**config.mk**
```make
export PLATFORM = sky130hd
export DESIGN_NAME = split_sched_flat
export DESIGN_NICKNAME = d
export VERILOG_FILES = /design/src/rtl/split_sched_if.sv /design/src/rtl/split_sched.sv /design/src/flat_wrapper.sv
export SDC_FILE = /design/constraint.sdc
export NUM_CORES = 1
export LEC_CHECK = 0
export CAP_MARGIN = 15
export CORE_ASPECT_RATIO = 0.75
export CORE_MARGIN = 2
export CORE_UTILIZATION = 40
export CTS_CLUSTER_DIAMETER = 60
export DETAILED_ROUTE_END_ITERATION = 8
export HOLD_SLACK_MARGIN = 0.12
export SYNTH_ARGS = -nofsm -noshare
export SYNTH_HDL_FRONTEND = slang
export SYNTH_SLANG_ARGS = --single-unit
```
**constraint.sdc**
```tcl
create_clock -name clk -period 1.9 [get_ports clk]
set_input_delay 0.38 -clock clk [delete_from_list [all_inputs] [get_ports clk]]
set_output_delay 0.38 -clock clk [all_outputs]
set_load 0.01 [all_outputs]
```
**src/rtl/split_sched_if.sv**
```systemverilog
// split_sched_if: handshake and status bundle for the split scheduler.
//   slave  modport : scheduler side (split_sched)
//   master modport : controller / evaluator side (testbench or parent)
// Signals:
//   start, split_mask        - run request and enabled-split mask
//   eval_req, split_sel      - request to the evaluator at index split_sel
//   eval_ack, eval_res       - evaluator result strobe and value
//   busy, done, sat          - run status, end-of-run pulse, run verdict
//   fail_idx, timeout_err    - failing split index, timeout flag
//   eval_cnt                 - acknowledges consumed in the current/last run
interface split_sched_if #(
    parameter int NUM_SPLITS = 8,
    parameter int IDX_W      = 3
);
    logic                  start;
    logic [NUM_SPLITS-1:0] split_mask;
    logic                  eval_req;
    logic [IDX_W-1:0]      split_sel;
    logic                  eval_ack;
    logic                  eval_res;
    logic                  busy;
    logic                  done;
    logic                  sat;
    logic [IDX_W-1:0]      fail_idx;
    logic                  timeout_err;
    logic [IDX_W:0]        eval_cnt;

    modport slave (
        input  start, split_mask, eval_ack, eval_res,
        output eval_req, split_sel, busy, done, sat, fail_idx, timeout_err, eval_cnt
    );

    modport master (
        output start, split_mask, eval_ack, eval_res,
        input  eval_req, split_sel, busy, done, sat, fail_idx, timeout_err, eval_cnt
    );
endinterface

```
**src/rtl/split_sched.sv**
```systemverilog
// split_sched: sequences a set of split constraint evaluators in ascending
// index order, skipping disabled splits, and reports whether all of them hold.
// Ports:
//   clk  - clock, rising edge
//   rst  - synchronous active-high reset
//   bus  - split_sched_if.slave (start/mask in, req/sel out, ack/res in, status out)
//
// state | meaning
// ------+---------------------------------------------------------------
// IDLE  | waiting for start; results of the last run held
// REQ   | eval_req high for split_sel, waiting for ack or timeout
// DONE  | one-cycle done pulse, then back to IDLE
module split_sched #(
    parameter int NUM_SPLITS = 8,
    parameter int IDX_W      = 3,
    parameter int TIMEOUT    = 15
) (
    input  logic         clk,
    input  logic         rst,
    split_sched_if.slave bus
);
    localparam int WAIT_W = $clog2(TIMEOUT + 1);
    localparam int CNT_W  = IDX_W + 1;

    typedef enum logic [1:0] {
        ST_IDLE = 2'd0,
        ST_REQ  = 2'd1,
        ST_DONE = 2'd2
    } state_t;

    state_t                r_state;
    logic [NUM_SPLITS-1:0] r_mask;
    logic [WAIT_W-1:0]     r_wait_cnt;
    logic                  r_eval_req;
    logic [IDX_W-1:0]      r_split_sel;
    logic                  r_busy;
    logic                  r_done;
    logic                  r_sat;
    logic [IDX_W-1:0]      r_fail_idx;
    logic                  r_timeout_err;
    logic [CNT_W-1:0]      r_eval_cnt;

    logic [IDX_W-1:0]      w_first_idx;
    logic [IDX_W-1:0]      w_next_idx;
    logic                  w_has_next;
    logic [WAIT_W-1:0]     w_wait_nxt;
    logic [CNT_W-1:0]      w_cnt_inc;

    // Lowest enabled index in the incoming mask, and lowest enabled index
    // above the current selection in the latched mask. Both are found in the
    // same cycle so back-to-back requests have no gap.
    always_comb begin
        w_first_idx = '0;
        w_next_idx  = '0;
        w_has_next  = 1'b0;
        for (int i = NUM_SPLITS - 1; i >= 0; i--) begin
            if (bus.split_mask[i]) begin
                w_first_idx = IDX_W'(i);
            end
            if (r_mask[i] && (i > int'(r_split_sel))) begin
                w_next_idx = IDX_W'(i);
                w_has_next = 1'b1;
            end
        end
    end

    assign w_wait_nxt = r_wait_cnt + WAIT_W'(1);
    assign w_cnt_inc  = (r_eval_cnt == CNT_W'(NUM_SPLITS)) ? r_eval_cnt : r_eval_cnt + CNT_W'(1);

    always_ff @(posedge clk) begin
        if (rst) begin
            r_state       <= ST_IDLE;
            r_mask        <= '0;
            r_wait_cnt    <= '0;
            r_eval_req    <= 1'b0;
            r_split_sel   <= '0;
            r_busy        <= 1'b0;
            r_done        <= 1'b0;
            r_sat         <= 1'b0;
            r_fail_idx    <= '0;
            r_timeout_err <= 1'b0;
            r_eval_cnt    <= '0;
        end else begin
            case (r_state)
                ST_IDLE: begin
                    if (bus.start) begin
                        r_mask        <= bus.split_mask;
                        r_sat         <= 1'b0;
                        r_fail_idx    <= '0;
                        r_timeout_err <= 1'b0;
                        r_eval_cnt    <= '0;
                        r_wait_cnt    <= '0;
                        r_busy        <= 1'b1;
                        if (|bus.split_mask) begin
                            r_state     <= ST_REQ;
                            r_split_sel <= w_first_idx;
                            r_eval_req  <= 1'b1;
                        end else begin
                            // Nothing to evaluate: vacuously satisfied.
                            r_state <= ST_DONE;
                            r_sat   <= 1'b1;
                            r_done  <= 1'b1;
                        end
                    end
                end
                ST_REQ: begin
                    // An ack always wins over a timeout in the same cycle.
                    if (bus.eval_ack) begin
                        r_eval_cnt <= w_cnt_inc;
                        if (!bus.eval_res) begin
                            r_state    <= ST_DONE;
                            r_eval_req <= 1'b0;
                            r_done     <= 1'b1;
                            r_sat      <= 1'b0;
                            r_fail_idx <= r_split_sel;
                        end else if (w_has_next) begin
                            r_split_sel <= w_next_idx;
                            r_wait_cnt  <= '0;
                        end else begin
                            r_state    <= ST_DONE;
                            r_eval_req <= 1'b0;
                            r_done     <= 1'b1;
                            r_sat      <= 1'b1;
                        end
                    end else if (w_wait_nxt == WAIT_W'(TIMEOUT)) begin
                        r_state       <= ST_DONE;
                        r_eval_req    <= 1'b0;
                        r_done        <= 1'b1;
                        r_sat         <= 1'b0;
                        r_timeout_err <= 1'b1;
                        r_fail_idx    <= r_split_sel;
                    end else begin
                        r_wait_cnt <= w_wait_nxt;
                    end
                end
                ST_DONE: begin
                    r_state <= ST_IDLE;
                    r_done  <= 1'b0;
                    r_busy  <= 1'b0;
                end
                default: begin
                    r_state    <= ST_IDLE;
                    r_eval_req <= 1'b0;
                    r_done     <= 1'b0;
                    r_busy     <= 1'b0;
                end
            endcase
        end
    end

    assign bus.eval_req    = r_eval_req;
    assign bus.split_sel   = r_split_sel;
    assign bus.busy        = r_busy;
    assign bus.done        = r_done;
    assign bus.sat         = r_sat;
    assign bus.fail_idx    = r_fail_idx;
    assign bus.timeout_err = r_timeout_err;
    assign bus.eval_cnt    = r_eval_cnt;
endmodule
```
**src/flat_wrapper.sv**
```systemverilog
// flat-port wrapper written by rule: the top's interface ports become plain ports
module split_sched_flat 
#(
    parameter int NUM_SPLITS = 8,
    parameter int IDX_W      = 3,
    parameter int TIMEOUT    = 15
)
  (clk, rst, bus_start, bus_split_mask, bus_eval_ack, bus_eval_res, bus_eval_req, bus_split_sel, bus_busy, bus_done, bus_sat, bus_fail_idx, bus_timeout_err, bus_eval_cnt);
  split_sched_if #(.NUM_SPLITS(NUM_SPLITS), .IDX_W(IDX_W)) bus_i ();
  input  logic clk;
  input  logic rst;
  input wire logic [$bits(bus_i.start)-1:0] bus_start;
  input wire logic [$bits(bus_i.split_mask)-1:0] bus_split_mask;
  input wire logic [$bits(bus_i.eval_ack)-1:0] bus_eval_ack;
  input wire logic [$bits(bus_i.eval_res)-1:0] bus_eval_res;
  output wire logic [$bits(bus_i.eval_req)-1:0] bus_eval_req;
  output wire logic [$bits(bus_i.split_sel)-1:0] bus_split_sel;
  output wire logic [$bits(bus_i.busy)-1:0] bus_busy;
  output wire logic [$bits(bus_i.done)-1:0] bus_done;
  output wire logic [$bits(bus_i.sat)-1:0] bus_sat;
  output wire logic [$bits(bus_i.fail_idx)-1:0] bus_fail_idx;
  output wire logic [$bits(bus_i.timeout_err)-1:0] bus_timeout_err;
  output wire logic [$bits(bus_i.eval_cnt)-1:0] bus_eval_cnt;
  assign bus_i.start = bus_start;
  assign bus_i.split_mask = bus_split_mask;
  assign bus_i.eval_ack = bus_eval_ack;
  assign bus_i.eval_res = bus_eval_res;
  assign bus_eval_req = bus_i.eval_req;
  assign bus_split_sel = bus_i.split_sel;
  assign bus_busy = bus_i.busy;
  assign bus_done = bus_i.done;
  assign bus_sat = bus_i.sat;
  assign bus_fail_idx = bus_i.fail_idx;
  assign bus_timeout_err = bus_i.timeout_err;
  assign bus_eval_cnt = bus_i.eval_cnt;
  split_sched #(.NUM_SPLITS(NUM_SPLITS), .IDX_W(IDX_W), .TIMEOUT(TIMEOUT)) u_core (.clk(clk), .rst(rst), .bus(bus_i));
endmodule
```
==> run metrics <==
H-tree levels 1; CP required around 2.1 ns; final antenna-violating net count 0; I/O pin cnt 28; largest net degree at the start of global routing 32; first-pass GRT wire length roughly 7.2 mm; Worst setup startpoint bus_split_mask[7]; initial drt markers slightly above 90; reg-to-reg critical path startpoint u_core.r_wait_cnt[1]; hpwl dp approximately 3.4 mm; antenna violations before repair 0; HP Class register to register; number of global-route vias before repair 1,574; clk sinks 28; Worst Reg2Reg Path Length in Cells 6; async set or reset register ratio after synthesis 0; RSZ-0062 raised after global routing true; detailed-route via count 1,660; pre-CTS WS -0.1898 ns; grt total ovfl 0; worst setup margin roughly 0.091 ns; Synth Flop Type dfxtp_1; outcome finished clean; Rows 20; Root Buffer clkbuf_8; most common cell after layout, fill and taps aside buf_4; Slew @ Worst Pin ~0.45 ns; Leak ~0.86 nW; Worst Setup End Kind register; RD Place Congestion a little under 0.9; Vias/cell about 5.4; setup slack, reg-to-reg 0.11 ns; starting utilization of the core area 0.4072; GR Util All Layers 0.1992; worst setup path end u_core.bus.split_sel[0]; Seq cells post-synth 28; filler instances ~340; Final Cycle Share 0.9519; Finish-stage setup viols 0; Mapped Cells a little under 200; CTS clk-pin slew, worst paths ~0.10 ns; CTS tree built; CTS max path bufs 2; net count after synthesis ~210; CP max FO 3; # nets final 269; hold_buf cts 0; Avg WL per Cell 14.42 um; Die W around 77 um; synthesized area around 0.0016 mm2; Synth warnings 0; Fin. Hold Viols 0; drt pass-1 iters 4; Startpoint Class input pin; Die ar. 0.004581 mm2; final slew viol count 0; Antenna Cells 0; pwr dens 778.0 mW/mm2; skew final ~0.0071 ns; peak supply drop 0.0005352 V; most frequent cells in the layout 30 x buf_4, 27 x clkdlybuf4s50_1, 25 x dfxtp_1, 21 x nand2_1; Syn-to-layout area delta 41.47%; RR Endpoint u_core.bus.fail_idx[2]; vertical die dimension just under 60 um; clk_lat worst skew 0.28 ns; Tmin final 1.809 ns; CTS Buf Count 3; core area between 0.003 and 0.004 mm2; Setup CP Type input pin to register; max_slew headroom 0.6946; number of synthesized flops with an enable pin 0; syn avg cell area 8.309 um2; fin util 0.5761; worst path arrival time 2.00 ns; max frequency roughly 0.55 GHz; number of max-cap violations 0; IO Port Bufs 27; WL final roughly 4.4 mm; layout cells sized above 1 0.2231; post-synthesis sequential area ratio 0.3459; Synth cell types 54; DRC Markers 0
## worst min path at each step
| stage | from | to | slack (ns) | depth (start not counted) |
|---|---|---|---|---|
| after floorplan | u_core.r_mask[4] | u_core.r_mask[4] | 0.45 | 2 |
| after global placement | u_core.bus.fail_idx[2] | u_core.bus.fail_idx[2] | 0.46 | 2 |
| after detailed placement | u_core.r_wait_cnt[0] | u_core.r_wait_cnt[0] | 0.47 | 1 |
| after CTS | u_core.bus.fail_idx[1] | u_core.bus.fail_idx[1] | 0.48 | 2 |
| after global routing | u_core.r_wait_cnt[0] | u_core.r_wait_cnt[0] | 0.47 | 1 |
| final | u_core.r_wait_cnt[0] | u_core.r_wait_cnt[0] | 0.44 | 1 |
## through the flow
| step | hold WS [ns] | cell area (um2) | power [mW] | cells | TNS (ns) |
|---|---|---|---|---|---|
| 3_5_place_dp | 0.4699 | 2160 | 1.288 | 299 | -1.428 |
| 2_1_floorplan | 0.4494 | 1620 | 1.030 | 195 | 0 |
| 5_1_grt | 0.4664 | 2292 | 1.865 | 306 | -0.01163 |
| 6_report | 0.4404 | 2292 | 1.783 | 306 | 0 |
| 3_3_place_gp | 0.4590 | 2160 | 1.266 | 299 | -0.5896 |
| 4_1_cts | 0.4840 | 2231 | 1.770 | 303 | 0 |
## routing by layer
layer,vias to the layer above,part of all wire,track usage
met5,-,0,0
met4,0,0.0059,0.04337
met3,6,0.041,0.04421
met2,50,0.45,0.3466
met1,779,0.50,0.2575
li1,825,-,-
## synth_stat cells (2+ instances only)
| master | instances | area share |
|---|---|---|
| o21ai_0 | 4 | 0.012 |
| nand3_1 | 4 | 0.012 |
| nor3b_1 | 2 | 0.0093 |
| nand2b_1 | 11 | 0.042 |
| or2_2 | 2 | 0.0077 |
| ha_1 | 4 | 0.031 |
| o32ai_1 | 2 | 0.011 |
| xnor2_1 | 2 | 0.011 |
| a31oi_1 | 4 | 0.015 |
| a22oi_1 | 2 | 0.0093 |
| inv_1 | 7 | 0.016 |
| clkbuf_1 | 5 | 0.012 |
| and3b_1 | 2 | 0.011 |
| a21oi_1 | 17 | 0.053 |
| a211oi_1 | 6 | 0.028 |
| nor3_1 | 9 | 0.028 |
| nand2_1 | 21 | 0.049 |
| nor2_1 | 15 | 0.035 |
| or3_1 | 2 | 0.0077 |
| o31ai_1 | 2 | 0.0093 |
| mux2i_1 | 3 | 0.019 |
| a21o_1 | 2 | 0.0093 |
| dfxtp_1 | 28 | 0.35 |
| nor4_1 | 2 | 0.0077 |
| and2_1 | 5 | 0.019 |
| nor2b_1 | 4 | 0.015 |
## cells by family after synthesis
kind of cell             synth area share
AO/OA/AOI/OAI                      0.2772
buffers and inverters             0.03012
adder cells (fa/ha/maj)           0.03089
AND/OR/NAND/NOR                    0.2811
flip-flops                         0.3459
XOR/XNOR                          0.01622
multiplexers                      0.01853
## critical path, cell delays in order
cell             delay (ns)
clkdlybuf4s50_1        0.49
buf_4                  0.12
nor3b_1                0.19
nor3_1                 0.08
o311ai_0               0.36
o31ai_1                0.16
o41ai_2                0.21
## where the power goes
| group | total, mW | switching, mW | internal [mW] | leakage [nW] |
|---|---|---|---|---|
| sequential | 0.713 | 0.0694 | 0.644 | 0.230 |
| combinational | 0.587 | 0.291 | 0.295 | 0.590 |
| clock | 0.483 | 0.201 | 0.283 | 0.0357 |
| total | 1.78 | 0.561 | 1.22 | 0.856 |
## sequential cells by signal, summed over array words and instances, names as in the netlist
name	count
u_core.bus.done	1
u_core.bus.eval_req	1
u_core.bus.busy	1
u_core.bus.eval_cnt	4
u_core.r_wait_cnt	4
u_core.bus.split_sel	3
u_core.bus.timeout_err	1
u_core.bus.fail_idx	3
u_core.r_state	2
u_core.bus.sat	1
u_core.r_mask	7
## layout make-up
cell class / instances / area [um2] / area share
multi-input combinational: 154 / 1046 / 0.4563
sequential: 28 / 564.3 / 0.2462
timing repair buffer: 58 / 515.5 / 0.2249
tap: 55 / 68.82 / 0.03002
clock buffer: 3 / 41.29 / 0.01801
clock inverter: 1 / 30.03 / 0.01310
inverter: 7 / 26.28 / 0.01146
## repair_timing
| action | in CTS | in global routing |
|---|---|---|
| setup endpoints to repair | 0 | 15 |
| gates resized for setup | 0 | 10 |
| setup buffers | 0 | 3 |
Power figures use the tool's default switching activity.
